### src/rtl/uart_rx_err_monitor.sv
// rtl/uart_rx_err_monitor.sv - UART RX overrun/frame/parity/break error monitor
module uart_rx_err_monitor #(
  parameter int CNT_W      = 8,
  parameter bit OVR_STICKY = 1'b1,
  parameter bit ERR_STICKY = 1'b1
) (
  input  logic             i_clk,
  input  logic             i_rst,
  input  logic             i_rx_done,
  input  logic             i_rx_fifo_full,
  input  logic             i_frame_err,
  input  logic             i_parity_err,
  input  logic             i_break,
  input  logic [3:0]       i_flag_clr,
  input  logic             i_cnt_clr,
  input  logic [3:0]       i_irq_en,
  output logic [3:0]       o_err_flags,
  output logic [CNT_W-1:0] o_cnt_ovr,
  output logic [CNT_W-1:0] o_cnt_frm,
  output logic [CNT_W-1:0] o_cnt_par,
  output logic [CNT_W-1:0] o_cnt_brk,
  output logic             o_drop,
  output logic             o_irq
);

  typedef enum logic [1:0] {
    ST_NORMAL  = 2'd0,
    ST_OVERRUN = 2'd1,
    ST_LATCHED = 2'd2
  } ovr_state_t;

  ovr_state_t       state_q, state_d;
  logic             ovr_evt;
  logic [2:0]       err_evt;   // [0] frame [1] parity [2] break
  logic [2:0]       err_q;
  logic [3:0]       cnt_evt;   // [0] overrun [1] frame [2] parity [3] break
  logic [CNT_W-1:0] cnt_q [4];
  logic             drop_q;

  assign ovr_evt = i_rx_done & i_rx_fifo_full;
  assign err_evt = {i_break, i_parity_err, i_frame_err} & {3{i_rx_done}};
  assign cnt_evt = {err_evt, ovr_evt};

  // Overrun state register
  always_ff @(posedge i_clk) begin
    if (i_rst) state_q <= ST_NORMAL;
    else       state_q <= state_d;
  end

  // Overrun next-state: a fresh overrun beats a software clear while latched
  always_comb begin
    state_d = state_q;
    case (state_q)
      ST_NORMAL:  if (ovr_evt) state_d = ST_OVERRUN;
      ST_OVERRUN: if (!i_rx_fifo_full) state_d = OVR_STICKY ? ST_LATCHED : ST_NORMAL;
      ST_LATCHED: begin
        if (ovr_evt)            state_d = ST_OVERRUN;
        else if (i_flag_clr[0]) state_d = ST_NORMAL;
      end
      default:    state_d = ST_NORMAL;
    endcase
  end

  // Frame/parity/break flags: sticky with set-over-clear, or single-cycle pulses
  always_ff @(posedge i_clk) begin
    if (i_rst)           err_q <= '0;
    else if (ERR_STICKY) err_q <= err_evt | (err_q & ~i_flag_clr[3:1]);
    else                 err_q <= err_evt;
  end

  // Drop pulse: one per byte that arrived with the FIFO full
  always_ff @(posedge i_clk) begin
    if (i_rst) drop_q <= 1'b0;
    else       drop_q <= ovr_evt;
  end

  // Saturating counters; an event coinciding with a clear leaves a count of one
  always_ff @(posedge i_clk) begin
    for (int i = 0; i < 4; i++) begin
      if (i_rst)
        cnt_q[i] <= '0;
      else if (i_cnt_clr)
        cnt_q[i] <= cnt_evt[i] ? CNT_W'(1) : '0;
      else if (cnt_evt[i] && (cnt_q[i] != {CNT_W{1'b1}}))
        cnt_q[i] <= cnt_q[i] + CNT_W'(1);
    end
  end

  assign o_err_flags = {err_q, (state_q != ST_NORMAL)};
  assign o_drop      = drop_q;
  assign o_irq       = |(o_err_flags & i_irq_en);
  assign o_cnt_ovr   = cnt_q[0];
  assign o_cnt_frm   = cnt_q[1];
  assign o_cnt_par   = cnt_q[2];
  assign o_cnt_brk   = cnt_q[3];

endmodule
### config.mk
export PLATFORM = sky130hd
export DESIGN_NAME = uart_rx_err_monitor
export DESIGN_NICKNAME = d
export VERILOG_FILES = /design/src/rtl/uart_rx_err_monitor.sv
export SDC_FILE = /design/constraint.sdc
export NUM_CORES = 1
export LEC_CHECK = 0
export ABC_CLOCK_PERIOD_IN_PS = 2400
export BUFFER_PORTS_ARGS = -buffer_cell sky130_fd_sc_hd__buf_2
export CORE_UTILIZATION = 35
export DETAILED_ROUTE_END_ITERATION = 12
export PLACE_DENSITY = 0.58
export SETUP_SLACK_MARGIN = 0.05
export SLEW_MARGIN = 20
export SYNTH_ARGS = -nofsm -noshare
export SYNTH_HDL_FRONTEND = slang
export SYNTH_SLANG_ARGS = --single-unit
### constraint.sdc
create_clock -name i_clk -period 2.4 [get_ports i_clk]
set_clock_uncertainty 0.1 [all_clocks]
set_input_delay 0 -clock i_clk [delete_from_list [all_inputs] [get_ports i_clk]]
set_output_delay 0 -clock i_clk [all_outputs]
set_load 0.02 [all_outputs]
## Word-level counts from Yosys, hierarchy flattened

Memory sizes are Yosys's and may differ from the RTL's.
Index checks and enable logic that the tools add are counted.

- Register bits after elaboration: 6
- Memory bits (writable): 32
- Input port bits: 16
- Output and inout bits: 38
- Memories: 1

- Add/sub/neg operators: 4
- Eq/ne operators: 9
- Muxes and demuxes: 38
- Bitwise operators: 14
- Reduce and logical (&&, ||, !) cells: 8

Memories:

| name | depth | bits a word | read ports | clocked after Yosys merged registers in | wr ports | line | text |
|---|---|---|---|---|---|---|---|
| cnt_q | 4 | 8 | 4 | 0 | 4 | 37 | `logic [CNT_W-1:0] cnt_q [4];` |

Operators by type and width:

| cell | number |
|---|---|
| 2-to-1 mux 8 bit | 8 |
| adder 8 x 1 -> 8 bit (second input constant) | 4 |
| inequality test 8 bit (second input constant) | 4 |
| 2-to-1 mux 1 bit | 25 |
| 2-to-1 mux 2 bit | 4 |
| bitwise OR 1 bit | 8 |
| AND 3 bit | 2 |
| case mux 2 bit (3 select lines) | 1 |
| AND 4 bit | 1 |
| logical AND 1 bit | 4 |
| inequality test 2 bit (second input constant) | 2 |
| OR reduction 4 bit | 1 |
| inequality test 3 bit (second input constant) | 1 |
| inverter 3 bit | 1 |
| bitwise OR 3 bit | 1 |
| AND reduction 3 bit | 1 |
| equality test 2 x 1 -> 1 bit (second input constant) | 1 |
| equality test 2 bit (second input constant) | 1 |
| logical NOT 2 bit | 1 |
| nonzero test 2 bit | 1 |
| AND 1 bit | 1 |

## Logic depth before layout (Yosys ltp)

- Depth in word-level cells: 7
- Mapped depth: 5
- Depth with buffers taken out: 4

## Least setup slack after synthesis

OpenSTA, ideal clock, no wires.

- Kind: register to register
- Start point: memory cnt_q[2][0]
- End point: memory cnt_q[2][0], enable pin
- Library setup time: 0.384 ns
- Arrival time: 1.694 ns
- Required time: 1.916 ns
- Slack: 0.222 ns
- Stages on the path, launching flop included: 5
- Period minus slack after synthesis: 2.178 ns
- Cell sequence: edfxtp_1 -> ha_1 -> nand3_1 -> nor2_1 -> o21ai_0

RTL lines:

| what | line |
|---|---|
| start: declaration | 37 |

==> tab_implementation.tex <==
\begin{tabular}{lr}
\hline
Metric & Value \\
\hline
\multicolumn{2}{l}{\textbf{Synthesis}} \\
\quad Average cell area after synthesis & 10.5 um2 \\
\quad Largest area contributor in the netlist & sky130\_fd\_sc\_hd\_\_edfxtp\_1 \\
\quad Asr flop ratio synth & 0 \\
\quad Synthesized area & 0.00198 mm2 \\
\quad Cells taking the most area after synthesis & sky130\_fd\_sc\_hd\_\_edfxtp\_1 (49\%), sky130\_fd\_sc\_hd\_\_dfxtp\_1 (6.1\%), sky130\_fd\_sc\_hd\_\_a21oi\_1 (3.8\%) \\
\quad Synth Flop Type & sky130\_fd\_sc\_hd\_\_edfxtp\_1 \\
\quad Synth top area share & 0.485 \\
\quad Post-Syn Instances & 189 \\
\quad Post-synthesis net count & 209 \\
\quad Syn. warnings & 0 \\
\quad Number of synthesized flops with an enable pin & 32 \\
\quad Synth Register Bits & 38 \\
\quad Yosys cell types & 36 \\
\quad Portion of the post-synthesis area used by sequential elements & 0.546 \\
\multicolumn{2}{l}{\textbf{Detailed routing}} \\
\quad DRC viols & 0 \\
\quad Vias per Instance & 5.10 \\
\quad Number of vias after detailed routing & 1704 \\
\quad Antenna-violating nets left & 0 \\
\quad Pre-Repair DR Iteration Count & 4 \\
\quad Wirelength, routed & 4.61 mm \\
\quad DR WL/cell & 13.8 um \\
\quad Iteration-0 DRC count of the detailed router & 73 \\
\multicolumn{2}{l}{\textbf{Cells and area}} \\
\quad Final layout net count & 281 \\
\quad Fin util & 0.465 \\
\quad Proportion of layout cells with a drive suffix above 1 & 0.252 \\
\quad Area occupied by multi-input gates & 855 um2 \\
\quad Number of fillers in the final layout & 552 \\
\quad Diode count & 0 \\
\quad Layout overhead on the synthesized area & 28.4\% \\
\quad Storage cell area & 0.00108 mm2 \\
\multicolumn{2}{l}{\textbf{STA}} \\
\quad Worst max-slew margin expressed relative to the limit & 0.750 \\
\quad Maximum achievable frequency & 0.532 GHz \\
\quad Unrepaired setup endpoints after global routing & false \\
\quad Hold Violations, Final & 0 \\
\quad Share of the cycle needed by the critical path after routing & 0.783 \\
\quad Total negative slack for setup checks & 0 ps \\
\quad Final max-slew violation count & 0 \\
\quad Final critical-path required period & 1880 ps \\
\quad Setup-failing EPs final & 0 \\
\quad Actual slew at the worst max-slew pin & 374 ps \\
\multicolumn{2}{l}{\textbf{Power and ir drop}} \\
\quad LEAKAGE & 0.000989 uW \\
\quad PwrDens & 555 mW/mm2 \\
\quad Worst-case vdd ir drop & 0.000261 V \\
\multicolumn{2}{l}{\textbf{Placement}} \\
\quad GPL Wtd Cong & 0.886 \\
\quad Post-DP HPWL & 3.35 mm \\
\quad Buffers added on ports & 53 \\
\multicolumn{2}{l}{\textbf{CTS}} \\
\quad H-tree level count & 2 \\
\quad Sinks on Clock Net & 38 \\
\quad Maximum clock path buffer count & 2 \\
\quad Post-CTS setup-driven buffer insertion count & 0 \\
\quad Insertion delay to the later sink of the worst-skew pair & 290 ps \\
\quad Number of gates resized after CTS & 0 \\
\quad CTS tree & done \\
\quad Clk slew on worst S/H paths & 70 ps \\
\quad Total clock buffers created by CTS & 5 \\
\quad Buffer type at the clock tree root & sky130\_fd\_sc\_hd\_\_clkbuf\_8 \\
\multicolumn{2}{l}{\textbf{Worst setup path}} \\
\quad Beginning of the worst register-to-register path & cnt\_q[2][0] \\
\quad Element type at the critical path end & flop \\
\quad Required time at the endpoint of the critical path & 2310 ps \\
\quad Nature of the critical path startpoint & flop \\
\quad Max FO, Critical Path & 6 \\
\quad WS Path Type & flop to flop \\
\quad Critical Path Start & cnt\_q[2][0] \\
\quad Data arrival time of the critical path & 1790 ps \\
\multicolumn{2}{l}{\textbf{Min path}} \\
\quad Min-Delay Startpoint & i\_rx\_done \\
\quad Hold crit path type & input port to flop \\
\multicolumn{2}{l}{\textbf{GRT}} \\
\quad Overflow left after global routing & 0 \\
\quad Global-route wire length before repair & 7.58 mm \\
\quad Antenna violations before repair & 0 \\
\quad Maximum number of pins on one net before global-route repair & 13 \\
\quad Vias in the first global route & 1597 \\
\quad Overall fraction of global-route tracks in use & 0.165 \\
\multicolumn{2}{l}{\textbf{Floorplan}} \\
\quad Count of standard-cell rows & 27 \\
\quad Die Wd & 77.2 um \\
\quad \# IOs & 54 \\
\quad Core area & 0.00547 mm2 \\
\quad Chip Height & 77.2 um \\
\quad Initial core utilization & 0.362 \\
\quad Die area & 0.00596 mm2 \\
\multicolumn{2}{l}{\textbf{Outcome}} \\
\quad Result of the run & finished, final reports clean \\
\multicolumn{2}{l}{\textbf{Job}} \\
\quad Maxcap violations & 0 \\
\hline
\end{tabular}
layout by cell type, fill, tap and decap left out, types with 2 or more instances in the layout:
master / n
sky130_fd_sc_hd__buf_2: 53
sky130_fd_sc_hd__edfxtp_1: 32
sky130_fd_sc_hd__nand2_1: 18
sky130_fd_sc_hd__nor2_1: 18
sky130_fd_sc_hd__nand3_1: 15
sky130_fd_sc_hd__a21oi_1: 15
sky130_fd_sc_hd__o21ai_0: 11
sky130_fd_sc_hd__dlygate4sd3_1: 11
sky130_fd_sc_hd__inv_1: 8
sky130_fd_sc_hd__or3_1: 8
sky130_fd_sc_hd__xor2_1: 7
sky130_fd_sc_hd__dfxtp_1: 6
sky130_fd_sc_hd__a211oi_1: 5
sky130_fd_sc_hd__clkbuf_8: 5
sky130_fd_sc_hd__nand4_1: 4
sky130_fd_sc_hd__xnor2_1: 4
sky130_fd_sc_hd__nor3b_1: 4
sky130_fd_sc_hd__ha_1: 4
sky130_fd_sc_hd__buf_4: 4
sky130_fd_sc_hd__nand2b_1: 3
sky130_fd_sc_hd__nand4bb_1: 2
sky130_fd_sc_hd__a41o_1: 2
sky130_fd_sc_hd__o21bai_1: 2
sky130_fd_sc_hd__a31oi_1: 2
sky130_fd_sc_hd__o31ai_1: 2
sky130_fd_sc_hd__or4_1: 2
per-layer routing:
layer	vias to the layer above	share of wire	GRT usage	wire length, um
li1	861	-	-	-
met1	803	0.49	0.221	2270
met2	35	0.46	0.259	2130
met3	5	0.029	0.0369	133
met4	0	0.015	0.0566	68
met5	-	0	0	0
report_power, final:
| group | switching [uW] | internal, uW |
|---|---|---|
| sequential | 42.7 | 751 |
| clock | 223 | 200 |
| combinational | 116 | 79.1 |
| total | 382 | 1030 |
Yosys cell counts, drive strengths merged (2+ instances only):
master / instances
nand2b: 3
inv: 8
dfxtp: 6
ha: 4
o21bai: 2
a21oi: 15
edfxtp: 32
o21ai: 11
or3: 8
nand4bb: 2
a211oi: 5
nand2: 18
a31oi: 2
nor3b: 4
buf: 2
xor2: 7
a41o: 2
nand4: 4
nor2: 19
and4: 2
or4: 2
xnor2: 4
o31ai: 2
nand3: 15
final timing paths:
kind | to | slack [ps] | cells after the start
setup / recovery | cnt_q[2][7] | 520 | 5
hold / removal | state_q[0] | 20 | 3
setup reg to reg | cnt_q[2][7] | 520 | 5
hold reg to reg | state_q[1] | 450 | 2
metrics by stage:
stage	power, uW	hold slack, ps	area [um2]	instances	setup slack, ps
4_1_cts	1430	22.2	2540	334	515
6_report	1410	21.4	2540	334	521
3_3_place_gp	990	182	2350	315	560
2_1_floorplan	912	25.6	1980	189	222
3_5_place_dp	991	186	2350	315	529
5_1_grt	1480	43.3	2540	334	386
what timing repair did:
action | in CTS | in global routing
endpoints found under the setup margin | 0 | 0
endpoints found under the hold margin | 7 | 0
hold buffers | 11 | 0
cells by family after synthesis:
group                    synth area share
AO/OA/AOI/OAI                       0.147
AND/OR/NAND/NOR                     0.206
flip-flops                          0.546
multiplexers                      0.00506
XOR/XNOR                           0.0487
buffers and inverters              0.0221
adder cells (fa/ha/maj)            0.0253
final cells by class:
class | instances | share of cell area
clock buffers | 6 | 0.0285
clock inverters | 2 | 0.00344
multi-input cells | 140 | 0.336
repair buffers | 68 | 0.159
flip-flops and latches | 38 | 0.425
well taps | 72 | 0.0354
inverters | 8 | 0.0118
sequential cells by signal (all words and copies together), names as in the netlist:
register / count
cnt_q: 32
err_q: 3
o_drop: 1
state_q: 2
worst max-delay path, cell delays in order, from the launching register on:
cell                       delay (ps)
sky130_fd_sc_hd__edfxtp_1         460
sky130_fd_sc_hd__ha_1             290
sky130_fd_sc_hd__nand3_1          190
sky130_fd_sc_hd__nor2_1           120
sky130_fd_sc_hd__o21ai_0          250
sky130_fd_sc_hd__buf_4            190
No activity file was read; power rests on OpenSTA's default activity.
